### config.mk
export PLATFORM = sky130hd
export DESIGN_NAME = clk_period_meter
export DESIGN_NICKNAME = d
export VERILOG_FILES = /design/src/rtl/clk_meter_pkg.sv /design/src/rtl/sync_edge_det.sv /design/src/rtl/clk_period_meter.sv
export SDC_FILE = /design/constraint.sdc
export NUM_CORES = 1
export LEC_CHECK = 0
export ABC_AREA = 1
export ABC_CLOCK_PERIOD_IN_PS = 1700
export BUFFER_PORTS_ARGS = -buffer_cell sky130_fd_sc_hd__buf_2
export CAP_MARGIN = 20
export CORE_MARGIN = 3
export CORE_UTILIZATION = 50
export DETAILED_ROUTE_END_ITERATION = 8
export PLACE_DENSITY_LB_ADDON = 0.15
export SLEW_MARGIN = 5
export SYNTH_ARGS = -nofsm -noshare
export SYNTH_HDL_FRONTEND = slang
export SYNTH_HIERARCHICAL = 1
export SYNTH_SLANG_ARGS = --single-unit
### constraint.sdc
create_clock -name clk_in -period 1.7 [get_ports clk_in]
set_clock_uncertainty 0.1 [all_clocks]
set_input_delay 0.255 -clock clk_in [delete_from_list [all_inputs] [get_ports clk_in]]
set_output_delay 0.255 -clock clk_in [all_outputs]
set_load 0.02 [all_outputs]
### src/rtl/clk_meter_pkg.sv
// Shared definitions for the clock period meter: FSM state encoding and default sizing.
package clk_meter_pkg;

  typedef enum logic [1:0] {
    IDLE = 2'd0,
    ARM  = 2'd1,
    MEAS = 2'd2,
    DONE = 2'd3
  } meter_state_t;

  localparam int DEF_CNT_W    = 16;
  localparam int DEF_AVG_LOG2 = 2;
  localparam int DEF_TIMEOUT  = 65535;

endpackage

### src/rtl/sync_edge_det.sv
// Two-flop synchronizer for an asynchronous input followed by a rising-edge detector.
module sync_edge_det (
  input  logic clk,
  input  logic rst_n,
  input  logic sig,
  output logic level,
  output logic rise
);

  logic sync1, sync2, sync3;

  always_ff @(posedge clk) begin
    if (!rst_n) begin
      sync1 <= 1'b0;
      sync2 <= 1'b0;
      sync3 <= 1'b0;
    end else begin
      sync1 <= sig;
      sync2 <= sync1;
      sync3 <= sync2;
    end
  end

  assign level = sync2;
  assign rise  = sync2 & ~sync3;

endmodule

### src/rtl/clk_period_meter.sv
// Measures the period of a slow asynchronous clock, averaged over 2^AVG_LOG2 periods, in clk_in cycles.
// Defining CLK_PERIOD_METER_DUTY_EN adds meas_high, the averaged high time of the same periods.
module clk_period_meter
  import clk_meter_pkg::*;
#(
  parameter int CNT_W    = DEF_CNT_W,
  parameter int AVG_LOG2 = DEF_AVG_LOG2,
  parameter int TIMEOUT  = DEF_TIMEOUT
) (
  input  logic             clk_in,
  input  logic             rst_n,
  input  logic             sig_in,
  input  logic             start,
  output logic             busy,
  output logic             meas_valid,
  input  logic             meas_ready,
  output logic [CNT_W-1:0] meas_period,
`ifdef CLK_PERIOD_METER_DUTY_EN
  output logic [CNT_W-1:0] meas_high,
`endif
  output logic             meas_timeout
);

  localparam int ACC_W = CNT_W + AVG_LOG2;
  localparam int EC_W  = AVG_LOG2 + 1;
  localparam logic [ACC_W-1:0] ACC_MAX = '1;
  localparam logic [CNT_W-1:0] TO_LAST = CNT_W'(TIMEOUT - 1);
  localparam logic [EC_W-1:0]  EC_LAST = EC_W'((1 << AVG_LOG2) - 1);

  meter_state_t     state, state_nxt;
  logic             level, rise;
  logic [ACC_W-1:0] tot;
  logic [EC_W-1:0]  edge_cnt;
  logic [CNT_W-1:0] to_cnt;
  logic             to_hit, done_ok, done_to;
  logic [ACC_W:0]   tot_inc;
  logic [ACC_W-1:0] tot_sat;
  logic [CNT_W-1:0] period_calc;

  sync_edge_det u_sync (
    .clk  (clk_in),
    .rst_n(rst_n),
    .sig  (sig_in),
    .level(level),
    .rise (rise)
  );

  // The closing edge cycle itself belongs to the window, hence tot+1.
  assign tot_inc     = {1'b0, tot} + 1'b1;
  assign tot_sat     = (tot == ACC_MAX) ? tot : tot_inc[ACC_W-1:0];
  assign period_calc = (tot == ACC_MAX) ? '1 : CNT_W'(tot_inc >> AVG_LOG2);
  assign to_hit      = (to_cnt == TO_LAST);
  assign busy        = (state != IDLE);
  assign meas_valid  = (state == DONE);

  always_ff @(posedge clk_in) begin
    if (!rst_n) state <= IDLE;
    else        state <= state_nxt;
  end

  always_comb begin
    state_nxt = state;
    done_ok   = 1'b0;
    done_to   = 1'b0;
    case (state)
      IDLE: if (start) state_nxt = ARM;
      ARM: begin
        if (rise) begin
          state_nxt = MEAS;
        end else if (to_hit) begin
          done_to   = 1'b1;
          state_nxt = DONE;
        end
      end
      MEAS: begin
        if (rise) begin
          if (edge_cnt == EC_LAST) begin
            done_ok   = 1'b1;
            state_nxt = DONE;
          end
        end else if (to_hit) begin
          done_to   = 1'b1;
          state_nxt = DONE;
        end
      end
      DONE:    if (meas_ready) state_nxt = IDLE;
      default: state_nxt = IDLE;
    endcase
  end

  always_ff @(posedge clk_in) begin
    if (!rst_n) begin
      tot          <= '0;
      edge_cnt     <= '0;
      to_cnt       <= '0;
      meas_period  <= '0;
      meas_timeout <= 1'b0;
    end else begin
      case (state)
        IDLE: begin
          if (start) begin
            tot      <= '0;
            edge_cnt <= '0;
            to_cnt   <= '0;
          end
        end
        ARM: begin
          if (rise) begin
            tot      <= '0;
            edge_cnt <= '0;
            to_cnt   <= '0;
          end else begin
            to_cnt <= to_cnt + 1'b1;
          end
        end
        MEAS: begin
          tot <= tot_sat;
          if (rise) begin
            to_cnt   <= '0;
            edge_cnt <= edge_cnt + 1'b1;
          end else begin
            to_cnt <= to_cnt + 1'b1;
          end
        end
        default: ;
      endcase
      if (done_ok) begin
        meas_period  <= period_calc;
        meas_timeout <= 1'b0;
      end else if (done_to) begin
        meas_period  <= '0;
        meas_timeout <= 1'b1;
      end
    end
  end

`ifdef CLK_PERIOD_METER_DUTY_EN
  logic [ACC_W-1:0] hi_acc, hi_sat;

  // Like tot, the closing edge cycle's high sample is included in the result.
  assign hi_sat = (hi_acc == ACC_MAX) ? hi_acc : hi_acc + ACC_W'(level);

  always_ff @(posedge clk_in) begin
    if (!rst_n) begin
      hi_acc    <= '0;
      meas_high <= '0;
    end else begin
      if ((state == IDLE && start) || (state == ARM && rise)) hi_acc <= '0;
      else if (state == MEAS)                                  hi_acc <= hi_sat;
      if (done_ok)      meas_high <= CNT_W'(hi_sat >> AVG_LOG2);
      else if (done_to) meas_high <= '0;
    end
  end
`else
  logic unused_level;
  assign unused_level = level;
`endif

endmodule

==> results.toml <==
[run_status]
status = "complete, but fails checks"
violations = "setup timing"

[routing]
wl_per_cell_um = 15.0
wl_um = 9120
vias = 3326
drt-pass1-iter-count = 5
routed_via_density = 5.47
drc = 0
postRouteAntennaNets = 0
drt_iter0_markers = 213

[global_route]
grt_start_max_net_pins = 40
grt_pass1_wl_um = 13900
grt_pass1_vias = 3028
antenna_found_initial = 0
grt-ovfl-total = 0
grtUsageTotal_pct = 23.3

[cells_and_area]
nets = 544
diodes = 0
syn2layout_area_growth_pct = 36.3
drive_gt1_share_pct = 35.8

[critical_path]
critPathKind = "reg2reg"
cp_max_fo = 6
crit_path_start_kind = "flip-flop"
crit_path_end_kind = "flip-flop"
cp.arrival_ps = 1870
crit_required_ps = 1830

[sta]
slew_headroom_pct = 75.1
timing.final.max_slew_violations = 0
min_period_ps = 1740
setup_tns_ps = -235
rsz0062_at_grt = "yes"
hold_violations = 0
tightest_slew_ps = 371
setup_ws_ps = -40.7
setup_violations = 11
max_freq_ghz = 0.574
post-route-period-util_pct = 102

[floorplanning]
io_pins = 24
start_util_pct = 52.9
die-area_um2 = 7440
rows = 28
die_w_um = 86.3
die_h_um = 86.3
core_um2 = 6100

[pwr]
switchingPower_mw = 0.802
p_comb_share_pct = 12.8
seq_power_share_pct = 44.1
swShare_pct = 25.3
ir_drop_mv = 0.563
p_clk_share_pct = 43.2
power.leakage_nw = 1.95
p_per_area_nw_per_um2 = 723
intPower_mw = 2.37

[cts]
cts.clk_slew.worst_paths_ps = 70
cts.sinks = 59
cts_buffer_depth = 2
clk-insertion-delay-late_ps = 340
ctsRootBufferMaster = "clkbuf_8"
postCtsHoldBufs = 0
h-tree-depth = 3
cts_made_buffers = 9
cts_tree = "built"

[synthesis]
synth_fp_nets = 468
ys_seq_area_share_pct = 36.7
yosysWarnings = 6
synthDistinctLibCells = 39
syn_area_um2 = 3220
syn_inst = 452
synth_top_area_share_pct = 36.7
synth_area_leaders = "dfxtp_1 (37%), nand2_1 (13%), a21oi_1 (5.7%), inv_1 (5.7%), nor2_1 (5.0%)"
synth_seq_cells = 59
avgSynthCellArea_um2 = 7.13
yosys.area.top_type = "dfxtp_1"

[worst_hold_path]
hold_path.class = "in2reg"

[placed_design]
preCtsSetupSlack_ps = -51.6
hpwl_um = 5810
gp_congestion = 0.835
portBuffers = 23

[job]
max-cap-violations = 0
-- routing by layer --
metal  up-vias  track usage, %  wire length, um
li1       1626               -                -
met1      1554            30.9             4040
met2       121            36.6             4330
met3        25            4.66              489
met4         0            11.0              266
met5         -               0                0
-- worst paths after layout --
check             depth (start not counted)           end  slack (ps)    startpoint
setup / recovery                         12       tot[11]         -40      state[1]
hold / removal                            3  u_sync/sync1          20        sig_in
setup reg to reg                         12       tot[11]         -40      state[1]
hold reg to reg                           2  u_sync/level         310  u_sync/sync1
-- critical path, cell delays in order (launching register included) --
cell and delay [ps]:
dfxtp_4 390, inv_4 50, ha_4 160, clkinv_4 50, nor2_4 40, nor2_8 110, inv_4 70, nor2_4 150
nand2_4 90, buf_12 150, buf_12 140, nand2_1 60, a21oi_1 60
-- cell usage after synthesis --
| cell type | n |
|---|---|
| a21oi_1 | 37 |
| nor2_4 | 2 |
| o21bai_1 | 1 |
| buf_6 | 2 |
| nand4_1 | 5 |
| xor2_1 | 6 |
| nand2_1 | 112 |
| nor3_4 | 1 |
| inv_2 | 5 |
| a211oi_1 | 1 |
| or2_1 | 1 |
| nand2_2 | 9 |
| inv_1 | 49 |
| nor2_8 | 2 |
| and3_1 | 1 |
| nor2_1 | 43 |
| nand4_2 | 1 |
| nor3_1 | 8 |
| a21oi_2 | 9 |
| a211oi_2 | 1 |
| nand2_4 | 2 |
| xnor2_1 | 4 |
| o221ai_1 | 1 |
| nand3_1 | 29 |
| ha_1 | 11 |
| o21ai_0 | 25 |
| nor3b_1 | 1 |
| buf_8 | 2 |
| buf_2 | 1 |
| nor2_2 | 5 |
| a31oi_1 | 3 |
| clkbuf_1 | 6 |
| a2bb2oi_1 | 1 |
| dfxtp_1 | 59 |
| o31ai_1 | 1 |
| nand3_2 | 2 |
| clkbuf_2 | 1 |
| nor4_1 | 1 |
| nand4_4 | 1 |
-- layout by cell type, fill, tap and decap left out, drive strengths merged --
cell type / synthesis / routed
and3: 1 / 1
xnor2: 4 / 4
bufbuf: 0 / 1
clkinv: 0 / 3
ha: 11 / 11
a2bb2oi: 1 / 1
o31ai: 1 / 1
nand3: 31 / 31
clkinvlp: 0 / 2
o21bai: 1 / 1
o21ai: 25 / 25
dfxtp: 59 / 59
o221ai: 1 / 1
inv: 54 / 52
a21oi: 46 / 46
a31oi: 3 / 3
nand4: 7 / 7
nor3b: 1 / 1
clkbuf: 7 / 13
nor3: 9 / 10
a211oi: 2 / 2
or2: 1 / 1
nor4: 1 / 1
xor2: 6 / 6
nor2: 52 / 52
nand2: 123 / 123
buf: 5 / 74
bufinv: 0 / 1
-- what timing repair did --
item,4_1_cts,5_1_grt
gates resized for setup,24,67
gates cloned,1,2
buffers inserted,8,4
pin swaps,10,10
setup endpoints to repair,41,47
-- final cells by class --
type / count / area, um^2
sequential: 59 / 1200
multi-input combinational: 328 / 2020
tap: 75 / 93.8
inverter: 54 / 224
clock buffer: 12 / 165
timing repair buffer: 76 / 648
fill: 477 / 1700
clock inverter: 4 / 47.5
-- power by group through the flow --
stage	Combinational [mW]	Sequential, mW	Clock, mW
global route	0.434	1.40	1.44
global placement	0.274	1.43	0
floorplan	0.168	1.43	0
finish	0.405	1.40	1.37
CTS	0.343	1.40	1.38
detailed placement	0.278	1.43	0
-- cell families after synthesis --
| logic type | share of synthesized area [%] |
|---|---|
| xor gates and xnor gates | 2.72 |
| adders and majority gates | 4.27 |
| DFF | 36.7 |
| AOI/OAI and AO/OA | 14.3 |
| and+or+nand+nor | 33.1 |
| buffers and inverters | 8.93 |
-- state kept, by name, indices dropped and copies added, names as in the netlist --
| signal | count |
|---|---|
| meas_period | 16 |
| u_sync/level | 1 |
| tot | 18 |
| state | 2 |
| edge_cnt | 3 |
| u_sync/sync1 | 1 |
| meas_timeout | 1 |
| u_sync/sync3 | 1 |
| to_cnt | 16 |
-- stage by stage --
| stage | total power, mW | hold slack, ps | instance area, um^2 | cells | utilization, % |
|---|---|---|---|---|---|
| 2_1_floorplan | 1.60 | 248 | 3260 | 452 | - |
| 3_3_place_gp | 1.70 | 291 | 3720 | 578 | 61.1 |
| 3_5_place_dp | 1.71 | 304 | 3720 | 578 | 61.1 |
| 4_1_cts | 3.12 | 11.6 | 4130 | 603 | 67.8 |
| 5_1_grt | 3.27 | 30.9 | 4390 | 608 | 72.1 |
| 6_report | 3.18 | 15.5 | 4390 | 608 | 72.1 |
(Power assumes the default switching activity.)
